==> src/rtl/io_ccff_loader_pkg.sv <==
// Shared types and constants for the IO-tile configuration-chain loader.
package io_ccff_pkg;

   typedef enum logic [1:0] {
      ST_IDLE     = 2'd0,
      ST_ISO_PRE  = 2'd1,
      ST_SHIFT    = 2'd2,
      ST_ISO_POST = 2'd3
   } state_e;

   localparam logic [15:0] CRC_POLY = 16'h1021;
   localparam logic [15:0] CRC_INIT = 16'hFFFF;

   // Width of a counter that must hold every value 0..max_val.
   function automatic int cnt_w(input int max_val);
      return (max_val < 1) ? 1 : $clog2(max_val + 1);
   endfunction

endpackage

==> src/rtl/io_ccff_loader_if.sv <==
// Bitstream word stream from the loader into the chain sequencer.
interface io_ccff_loader_if #(
   parameter int WORD_W = 8
) ();
   logic [WORD_W-1:0] cfg_data;
   logic              cfg_valid;
   logic              cfg_ready;

   modport master (output cfg_data, output cfg_valid, input  cfg_ready);
   modport slave  (input  cfg_data, input  cfg_valid, output cfg_ready);
endinterface

==> src/rtl/io_ccff_loader_crc16.sv <==
// Serial CRC-16-CCITT accumulator, MSB-first update, one bit per enabled cycle.
// Only instantiated when IO_CCFF_READBACK_EN is defined.
// crc_o already includes the bit presented this cycle, so the owner can
// capture the final value on the same edge that folds in the last bit.
module io_ccff_crc16
   import io_ccff_pkg::*;
(
   input  logic        prog_clk,
   input  logic        pReset_n,
   input  logic        clr_i,
   input  logic        en_i,
   input  logic        bit_i,
   output logic [15:0] crc_o
);
   logic [15:0] crc_q;
   logic [15:0] crc_d;
   logic        fb;

   // One polynomial step when enabled; a clear restarts from the init value.
   always_comb begin
      fb    = crc_q[15] ^ bit_i;
      crc_o = crc_q;
      if (en_i) begin
         crc_o = fb ? ({crc_q[14:0], 1'b0} ^ CRC_POLY) : {crc_q[14:0], 1'b0};
      end
      crc_d = clr_i ? CRC_INIT : crc_o;
   end

   // Accumulator register.
   always_ff @(posedge prog_clk or negedge pReset_n) begin
      if (!pReset_n) crc_q <= CRC_INIT;
      else           crc_q <= crc_d;
   end
endmodule

==> src/rtl/io_ccff_loader.sv <==
// Programming sequencer for one IO-tile ccff chain: takes bitstream words,
// shifts them LSB-first onto ccff_head through a chain clock-enable, and keeps
// the IO tiles isolated for the whole programming window.
// Optional readback CRC of the old chain contents: define IO_CCFF_READBACK_EN.
//
// state       | meaning
// ------------|-------------------------------------------------------------
// ST_IDLE     | waiting for start; IO_ISOL_N=1 once a pass has completed
// ST_ISO_PRE  | isolated, ISO_HOLD settle cycles before the first shift
// ST_SHIFT    | refill word buffer / shift one bit per cycle until CHAIN_LEN
// ST_ISO_POST | isolated, ISO_HOLD cycles after the last shift, then done
module io_ccff_loader
   import io_ccff_pkg::*;
#(
   parameter int CHAIN_LEN = 4,
   parameter int WORD_W    = 8,
   parameter int ISO_HOLD  = 4
) (
   input  logic            prog_clk,
   input  logic            pReset_n,
   input  logic            start,
   io_ccff_loader_if.slave cfg,
   input  logic            ccff_tail,
   output logic            ccff_head,
   output logic            chain_clk_en,
   output logic            IO_ISOL_N,
   output logic            busy,
   output logic            done,
   output logic [15:0]     rb_crc
);
   localparam int CNT_W  = cnt_w(CHAIN_LEN);
   localparam int BCNT_W = cnt_w(WORD_W);
   localparam int HOLD_W = cnt_w(ISO_HOLD);

   localparam logic [CNT_W-1:0]  LAST_BIT  = CNT_W'(CHAIN_LEN);
   localparam logic [BCNT_W-1:0] WORD_BITS = BCNT_W'(WORD_W);
   localparam logic [HOLD_W-1:0] HOLD_LOAD = HOLD_W'(ISO_HOLD - 1);

   state_e              state_q,  state_d;
   logic [HOLD_W-1:0]   hold_q,   hold_d;
   logic [CNT_W-1:0]    bitcnt_q, bitcnt_d;
   logic [WORD_W-1:0]   buf_q,    buf_d;
   logic [BCNT_W-1:0]   bufcnt_q, bufcnt_d;
   logic                head_q,   head_d;
   logic                en_q,     en_d;
   logic                isol_n_q, isol_n_d;
   logic                ready_q,  ready_d;
   logic                busy_q,   busy_d;
   logic                done_q,   done_d;
   logic                prog_q,   prog_d;

   // Next-state and registered-output decode; outputs are derived from the
   // next state so they line up with the state they describe.
   always_comb begin
      state_d  = state_q;
      hold_d   = hold_q;
      bitcnt_d = bitcnt_q;
      buf_d    = buf_q;
      bufcnt_d = bufcnt_q;
      head_d   = head_q;
      en_d     = 1'b0;
      done_d   = 1'b0;
      prog_d   = prog_q;

      case (state_q)
         ST_IDLE: begin
            if (start) begin
               state_d  = ST_ISO_PRE;
               hold_d   = HOLD_LOAD;
               bitcnt_d = '0;
               buf_d    = '0;
               bufcnt_d = '0;
            end
         end
         ST_ISO_PRE: begin
            if (hold_q == '0) state_d = ST_SHIFT;
            else              hold_d  = hold_q - 1'b1;
         end
         ST_SHIFT: begin
            if (bitcnt_q == LAST_BIT) begin
               // unused tail of the final word is dropped here
               state_d  = ST_ISO_POST;
               hold_d   = HOLD_LOAD;
               buf_d    = '0;
               bufcnt_d = '0;
            end else if (cfg.cfg_valid && ready_q) begin
               buf_d    = cfg.cfg_data;
               bufcnt_d = WORD_BITS;
            end else if (bufcnt_q != '0) begin
               head_d   = buf_q[0];
               en_d     = 1'b1;
               buf_d    = buf_q >> 1;
               bufcnt_d = bufcnt_q - 1'b1;
               bitcnt_d = bitcnt_q + 1'b1;
            end
         end
         ST_ISO_POST: begin
            if (hold_q == '0) begin
               state_d = ST_IDLE;
               done_d  = 1'b1;
               prog_d  = 1'b1;
            end else begin
               hold_d = hold_q - 1'b1;
            end
         end
         default: state_d = ST_IDLE;
      endcase

      ready_d  = (state_d == ST_SHIFT) && (bufcnt_d == '0) && (bitcnt_d != LAST_BIT);
      isol_n_d = (state_d == ST_IDLE) && prog_d;
      busy_d   = (state_d != ST_IDLE);
   end

   // State and output registers; reset drops everything back to isolated IDLE.
   always_ff @(posedge prog_clk or negedge pReset_n) begin
      if (!pReset_n) begin
         state_q  <= ST_IDLE;
         hold_q   <= '0;
         bitcnt_q <= '0;
         buf_q    <= '0;
         bufcnt_q <= '0;
         head_q   <= 1'b0;
         en_q     <= 1'b0;
         isol_n_q <= 1'b0;
         ready_q  <= 1'b0;
         busy_q   <= 1'b0;
         done_q   <= 1'b0;
         prog_q   <= 1'b0;
      end else begin
         state_q  <= state_d;
         hold_q   <= hold_d;
         bitcnt_q <= bitcnt_d;
         buf_q    <= buf_d;
         bufcnt_q <= bufcnt_d;
         head_q   <= head_d;
         en_q     <= en_d;
         isol_n_q <= isol_n_d;
         ready_q  <= ready_d;
         busy_q   <= busy_d;
         done_q   <= done_d;
         prog_q   <= prog_d;
      end
   end

   assign ccff_head     = head_q;
   assign chain_clk_en  = en_q;
   assign IO_ISOL_N     = isol_n_q;
   assign cfg.cfg_ready = ready_q;
   assign busy          = busy_q;
   assign done          = done_q;

`ifdef IO_CCFF_READBACK_EN
   logic        crc_clr;
   logic        rb_load;
   logic [15:0] crc_val;
   logic [15:0] rb_crc_q;

   // The tail bit leaving the chain in an enabled cycle is old content.
   assign crc_clr = (state_q == ST_IDLE) && start;
   assign rb_load = (state_q == ST_SHIFT) && (bitcnt_q == LAST_BIT);

   io_ccff_crc16 u_crc (
      .prog_clk (prog_clk),
      .pReset_n (pReset_n),
      .clr_i    (crc_clr),
      .en_i     (en_q),
      .bit_i    (ccff_tail),
      .crc_o    (crc_val)
   );

   // Capture the finished CRC on entry to ISO_POST; held until the next pass.
   always_ff @(posedge prog_clk or negedge pReset_n) begin
      if (!pReset_n)    rb_crc_q <= '0;
      else if (rb_load) rb_crc_q <= crc_val;
   end

   assign rb_crc = rb_crc_q;
`else
   logic unused_tail;
   assign unused_tail = ccff_tail;
   assign rb_crc      = '0;
`endif
endmodule

==> src/flat_wrapper.sv <==
// flat-port wrapper written by rule: the top's interface ports become plain ports
module io_ccff_loader_flat import io_ccff_pkg::*;
#(
   parameter int CHAIN_LEN = 4,
   parameter int WORD_W    = 8,
   parameter int ISO_HOLD  = 4
)
  (prog_clk, pReset_n, start, ccff_tail, ccff_head, chain_clk_en, IO_ISOL_N, busy, done, rb_crc, cfg_cfg_data, cfg_cfg_valid, cfg_cfg_ready);
  io_ccff_loader_if #(.WORD_W(WORD_W)) cfg_i ();
  input  logic prog_clk;
  input  logic pReset_n;
  input  logic start;
  input  logic ccff_tail;
  output logic ccff_head;
  output logic chain_clk_en;
  output logic IO_ISOL_N;
  output logic busy;
  output logic done;
  output logic [15:0] rb_crc;
  input wire logic [$bits(cfg_i.cfg_data)-1:0] cfg_cfg_data;
  input wire logic [$bits(cfg_i.cfg_valid)-1:0] cfg_cfg_valid;
  output wire logic [$bits(cfg_i.cfg_ready)-1:0] cfg_cfg_ready;
  assign cfg_i.cfg_data = cfg_cfg_data;
  assign cfg_i.cfg_valid = cfg_cfg_valid;
  assign cfg_cfg_ready = cfg_i.cfg_ready;
  io_ccff_loader #(.CHAIN_LEN(CHAIN_LEN), .WORD_W(WORD_W), .ISO_HOLD(ISO_HOLD)) u_core (.prog_clk(prog_clk), .pReset_n(pReset_n), .start(start), .cfg(cfg_i), .ccff_tail(ccff_tail), .ccff_head(ccff_head), .chain_clk_en(chain_clk_en), .IO_ISOL_N(IO_ISOL_N), .busy(busy), .done(done), .rb_crc(rb_crc));
endmodule
==> config.mk <==
export PLATFORM = sky130hd
export DESIGN_NAME = io_ccff_loader_flat
export DESIGN_NICKNAME = d
export VERILOG_FILES = /design/src/rtl/io_ccff_loader_pkg.sv /design/src/rtl/io_ccff_loader_if.sv /design/src/rtl/io_ccff_loader_crc16.sv /design/src/rtl/io_ccff_loader.sv /design/src/flat_wrapper.sv
export SDC_FILE = /design/constraint.sdc
export NUM_CORES = 1
export LEC_CHECK = 0
export ABC_AREA = 1
export CORE_MARGIN = 5
export CORE_UTILIZATION = 50
export CTS_CLUSTER_SIZE = 25
export DETAILED_ROUTE_END_ITERATION = 8
export PLACE_DENSITY = 0.8
export SYNTH_ARGS = -nofsm -noshare
export SYNTH_HDL_FRONTEND = slang
export SYNTH_HIERARCHICAL = 1
export SYNTH_SLANG_ARGS = --single-unit
==> constraint.sdc <==
create_clock -name prog_clk -period 1.9 [get_ports prog_clk]
set_input_delay 0.285 -clock prog_clk [delete_from_list [all_inputs] [get_ports prog_clk]]
set_output_delay 0.285 -clock prog_clk [all_outputs]
set_load 0.02 [all_outputs]
# After elaboration in Yosys (flattened, before gate mapping)

Cells that the tools add are included.

Equality and inequality tests: 10
$add $sub $neg: 3
Bitwise logic cells: 2
Reductions and logical operators: 15
Multiplexer cells: 32

Operators by type and width:

| operator            | number |
|---|---|
| $mux 8              | 4 |
| $mux 3              | 7 |
| $mux 4              | 4 |
| $pmux 8 s2          | 1 |
| $pmux 3 s3          | 1 |
| $mux 1              | 8 |
| $mux 2              | 4 |
| $pmux 2 s4          | 1 |
| $pmux 4 s2          | 1 |
| $eq 2x2->1 const B  | 3 |
| $pmux 3 s2          | 1 |
| $reduce_and 3->1    | 2 |
| $logic_and 1x1->1   | 4 |
| $logic_not 2->1     | 2 |
| $logic_not 4->1     | 1 |
| $ne 2x2->1 const B  | 2 |
| $ne 4x1->1 const B  | 1 |
| $reduce_and 4->1    | 1 |
| $reduce_bool 2->1   | 2 |
| $reduce_bool 4->1   | 1 |
| $sub 4x1->4 const B | 1 |
| $add 3x1->3 const B | 1 |
| $eq 3x3->1 const B  | 1 |
| $logic_not 3->1     | 1 |
| 6 further kinds     | 7 |

Logic and storage cells: 74
Output and inout port bits: 22
Input port bits: 13
Register bits after elaboration: 27

# Depth between registers and ports, before layout

Depth in word-level cells: 8
Gate-level depth with buffers: 12
Mapped depth without buffers: 12

# Worst setup path after synthesis

No wires, ideal clock.

Path kind: flip-flop to flip-flop
Start: register u_core.bufcnt_q[0]
End: register u_core.buf_q[4]
Period minus slack after synthesis: 1.483 ns
Stages on the path, launching flop included: 9
Path slack: 0.417 ns
Library setup time: 0.128 ns
Data required time: 1.772 ns
Path buffers: 1
Data arrival time: 1.356 ns
Path through: dfrtp_1 -> inv_1 -> ha_1 -> nand2_1 -> nor2_1 -> a21oi_4 -> buf_6 -> o2111ai_1 -> o21ai_1

Cells in the longest elaborated chain, start to end: 3

Ends and longest elaborated chain:

| element                           | line                  | RTL |
|---|---|---|
| from (decl)                       | io_ccff_loader.sv:43  | `logic [BCNT_W-1:0] bufcnt_q, bufcnt_d;` |
| from (signal assigned)            | io_ccff_loader.sv:134 | `bufcnt_q <= bufcnt_d;` |
| $reduce_bool 4->1                 | io_ccff_loader.sv:89  | `end else if (bufcnt_q != '0) begin` |
| $ne 4x1->1 (no source line)       | n/a                   |  |
| $reduce_and 3->1 (no source line) | n/a                   |  |
| to (signal assigned)              | io_ccff_loader.sv:133 | `buf_q <= buf_d;` |
| to (decl)                         | io_ccff_loader.sv:42  | `logic [WORD_W-1:0] buf_q, buf_d;` |

No other way between the ends.
A chain may end at the register's enable or synchronous reset.

# Worst setup path after layout

Start: register u_core.bufcnt_q[0]
End: register u_core.ready_q, in the netlist u_core/cfg.cfg_ready

Cells in the longest elaborated chain, start to end: 8
Elaborated cells between the ends (all ways): 15
Those cells by class: 1 x add/sub; 1 x eq/ne; 9 x mux; 4 x reduce/logical

Ends and longest elaborated chain:

| element                                          | line                                       | RTL |
|---|---|---|
| $sub 4x1->4 or $reduce_bool 4->1 (tied branches) | io_ccff_loader.sv:93, io_ccff_loader.sv:89 |  |
| $mux 4                                           | io_ccff_loader.sv:89                       |  |
| $mux 4                                           | io_ccff_loader.sv:86                       | `end else if (cfg.cfg_valid && ready_q) begin` |
| $mux 4                                           | io_ccff_loader.sv:80                       | `if (bitcnt_q == LAST_BIT) begin` |
| $pmux 4 s2                                       | io_ccff_loader.sv:65                       | `case (state_q)` |
| $logic_not 4->1                                  | io_ccff_loader.sv:109                      | `ready_d = (state_d == ST_SHIFT) && (bufcnt_d == '0) && (bitcnt_d != LAST_BIT);` |
| $logic_and 1x1->1                                | io_ccff_loader.sv:109                      |  |
| $logic_and 1x1->1 (*)                            | io_ccff_loader.sv:109                      |  |
| via u_core.ready_d                               | io_ccff_loader.sv:47                       | `logic ready_q, ready_d;` |
| to (signal assigned)                             | io_ccff_loader.sv:138                      | `ready_q <= ready_d;` |
| to (decl)                                        | io_ccff_loader.sv:47                       |  |

Mark *: on every way through the listed nets, which the timed path passes. The rest lies on a longest branch.

==> results_dict.tcl <==
set metrics [dict create \
    finalClockSkew_ps 1.37 \
    clock_latency_ps 320 \
    htree_levels 1 \
    fin_crit_ps 1660 \
    netlist.area_leader.share_pct 43.6 \
    syn2layout_area_growth_pct 11.5 \
    fmax_ghz 0.602 \
    ys.flop_type "dfrtp_1" \
    synthDistinctLibCells 27 \
    rr_worst_depth 10 \
    via_count 1196 \
    die_x_um 65.7 \
    antenna_found_initial 0 \
    yosysTopAreaCell "dfrtp_1" \
    crit_type "flop to flop" \
    fill_cells 279 \
    pwr-share-clk_pct 10.8 \
    r2r_end "u_core/cfg.cfg_ready$_DFF_PN0_" \
    ios 35 \
    cts_buffer_depth 2 \
    grt_pass1_wl_um 4660 \
    synth_edf_count 0 \
    clock-sinks 27 \
    synth_area_leaders "dfrtp_1 (44%), nand2_1 (11%), buf_4 (7.8%)" \
    ys_ff_latch 27 \
    cts_resized 0 \
    fin_crit_sh_pct 87.4 \
    required_ps 2170 \
    ys_seq_area_share_pct 43.6 \
    final_cell_count_no_fill 244 \
    seqPwrFrac_pct 38.1 \
    worstHoldPathType "input port to async pin" \
    routed_wl_um 2740 \
    place.gp.congestion 0.866 \
    nNetsFinal 230 \
    rrSetupSlack_ps 240 \
    root_buffer "clkbuf_4" \
    place_hpwl_um 2060 \
    drc 0 \
    tritoncts "yes" \
    coreArea_um2 3000 \
    dp_cells 240 \
    drive_gt1_share_pct 10.4 \
    overflow 0 \
    fp.dieArea_um2 4310 \
    grt_use_total_pct 14.0 \
    yosys_warnings 6 \
    antenna_left 0 \
    end_kind "flop" \
    hold_buffers 0 \
    initial_utilization_pct 51.6 \
    vdd_drop_max_v 0.000475 \
    num_rows 20 \
    ys_async_sr_fraction_pct 100 \
    status "completed" \
    combPwrFrac_pct 51.1 \
    grt_max_degree 28 \
    synth_commonest_cells "nand2_1 (44), inv_1 (29), dfrtp_1 (27), buf_4 (16), nor2_1 (16)" \
    synth_most_common_cell "nand2_1" \
    first_pass_iters 5 \
    regToRegStartpoint "u_core/bufcnt_q[0]$_DFF_PN0_" \
    p_int_uw 1230 \
    synth_area_um2 1550 \
    synthCells 191 \
    die_h_um 65.7 \
    clk_pin_slew_ps 140 \
    switching_share_pct 45.5 \
    hold_ws_ps 312 \
    drtIter0Drc 104 \
    hold_viol 0 \
    power_leakage_uw 0.000946 \
    powerDensity_nw_per_um2 1300 \
    vias_per_cell 4.90 \
    avgSynthCellArea_um2 8.11 \
    drv_cap 0 \
    arrival_ps 1930 \
    slew_viol_final 0 \
    cp-start-kind "flop" \
    diodes 0 \
    cp_max_fo 5 \
    grt_pass1_vias 1073 \
    tns_ps 0 \
    p_switching_uw 1020 \
    cts_setup_buffers 0 \
    rsz0062_at_grt "no" \
    cts_buffers 3 \
    final-setup-viol-count 0 \
    io_buffers 17 \
    wl_per_cell_um 11.2 \
]
## critical path, stage by stage, from the launching register on
cell and delay (ps):
dfrtp_1 420, inv_1 120, ha_2 260, nand2_1 70, nor2_1 220, nand2_1 80
nand3_1 90, nand3_1 80, nor2_1 100, nand2_1 70, nor2_2 100
## worst max-delay path by stage
| stage | from | endpoint | slack [ps] | cells after the start |
|---|---|---|---|---|
| final | u_core/bufcnt_q[0]$_DFF_PN0_ | u_core/cfg.cfg_ready$_DFF_PN0_ | 240 | 10 |
| after detailed placement | cfg_cfg_valid | u_core/buf_q[6]$_DFFE_PN0P_ | 150 | 7 |
| after global routing | u_core/bufcnt_q[0]$_DFF_PN0_ | u_core/cfg.cfg_ready$_DFF_PN0_ | 40 | 10 |
| after floorplan | u_core/bufcnt_q[0]$_DFF_PN0_ | u_core/buf_q[4]$_DFFE_PN0P_ | 420 | 8 |
| after CTS | u_core/bufcnt_q[0]$_DFF_PN0_ | u_core/cfg.cfg_ready$_DFF_PN0_ | 200 | 10 |
| after global placement | cfg_cfg_valid | u_core/buf_q[1]$_DFFE_PN0P_ | 170 | 7 |
## routing by layer
metal  global-route usage (%)  vias to the layer above  wire, um  share of wire, %
met5                        0                        -         0                 0
met4                     6.48                        0        48               1.7
met3                     1.54                        4       117               4.3
met2                     23.0                       33      1280                47
met1                     18.2                      545      1300                47
li1                         -                      614         -                 -
## power by group through the flow
stage | logic, uW | registers [uW] | clock network [uW]
after floorplan | 864 | 884 | 0
after global placement | 1100 | 859 | 0
after detailed placement | 1130 | 868 | 0
after CTS | 1150 | 857 | 260
after global routing | 1310 | 878 | 282
final | 1150 | 857 | 243
## layout make-up
class,instances,area [um^2],area share [%]
clock buffers,3,22.5,1.30
clock inverters,1,5.00,0.290
inverters,34,128,7.39
multi-input cells,127,669,38.8
flip-flops and latches,27,676,39.1
well taps,33,41.3,2.39
repair buffers,19,185,10.7
## cells by family (layout without fill, tap and decap cells)
logic type	count (synthesis)	in the layout	share of synthesized area [%]
XOR/XNOR	1	1	0.566
flip-flops	27	27	43.6
AO/OA/AOI/OAI	24	24	10.9
adder cells (fa/ha/maj)	5	5	4.04
buffers and inverters	52	57	17.0
other	1	16	0.242
AND/OR/NAND/NOR	81	81	23.7
## state kept, by name, indices dropped and copies added, names as in the netlist, 2 cells and up
name,count
u_core/buf_q,8
u_core/hold_q,3
u_core/bufcnt_q,4
u_core/bitcnt_q,3
u_core/state_q,2
## cell usage in the layout (no fill, tap or decap)
master,instances
nand2_2,1
a21oi_4,1
o21ai_0,1
o2111ai_1,7
conb_1,16
inv_2,5
nand4_1,1
nand3_2,1
dfrtp_1,27
clkbuf_4,3
a22oi_1,1
xnor2_1,1
ha_2,1
a21oi_1,1
clkdlybuf4s50_1,17
nor2_2,1
o21ai_2,2
buf_4,2
nor2_1,16
o22ai_1,1
ha_1,4
nand3_1,12
o21ai_1,10
nand2_1,44
clkinv_2,1
nor2_4,2
nand2_4,2
inv_1,29
nand3b_1,1
## per-stage QoR
stage	util (%)	cell area, um^2	power [uW]	setup WS, ps
2_1_floorplan	-	1610	1750	417
5_1_grt	57.5	1730	2480	36.4
3_3_place_gp	56.5	1700	1960	172
6_report	57.5	1730	2250	239
4_1_cts	57.4	1720	2270	200
3_5_place_dp	56.5	1700	2000	148
Power figures use the tool's default switching activity.
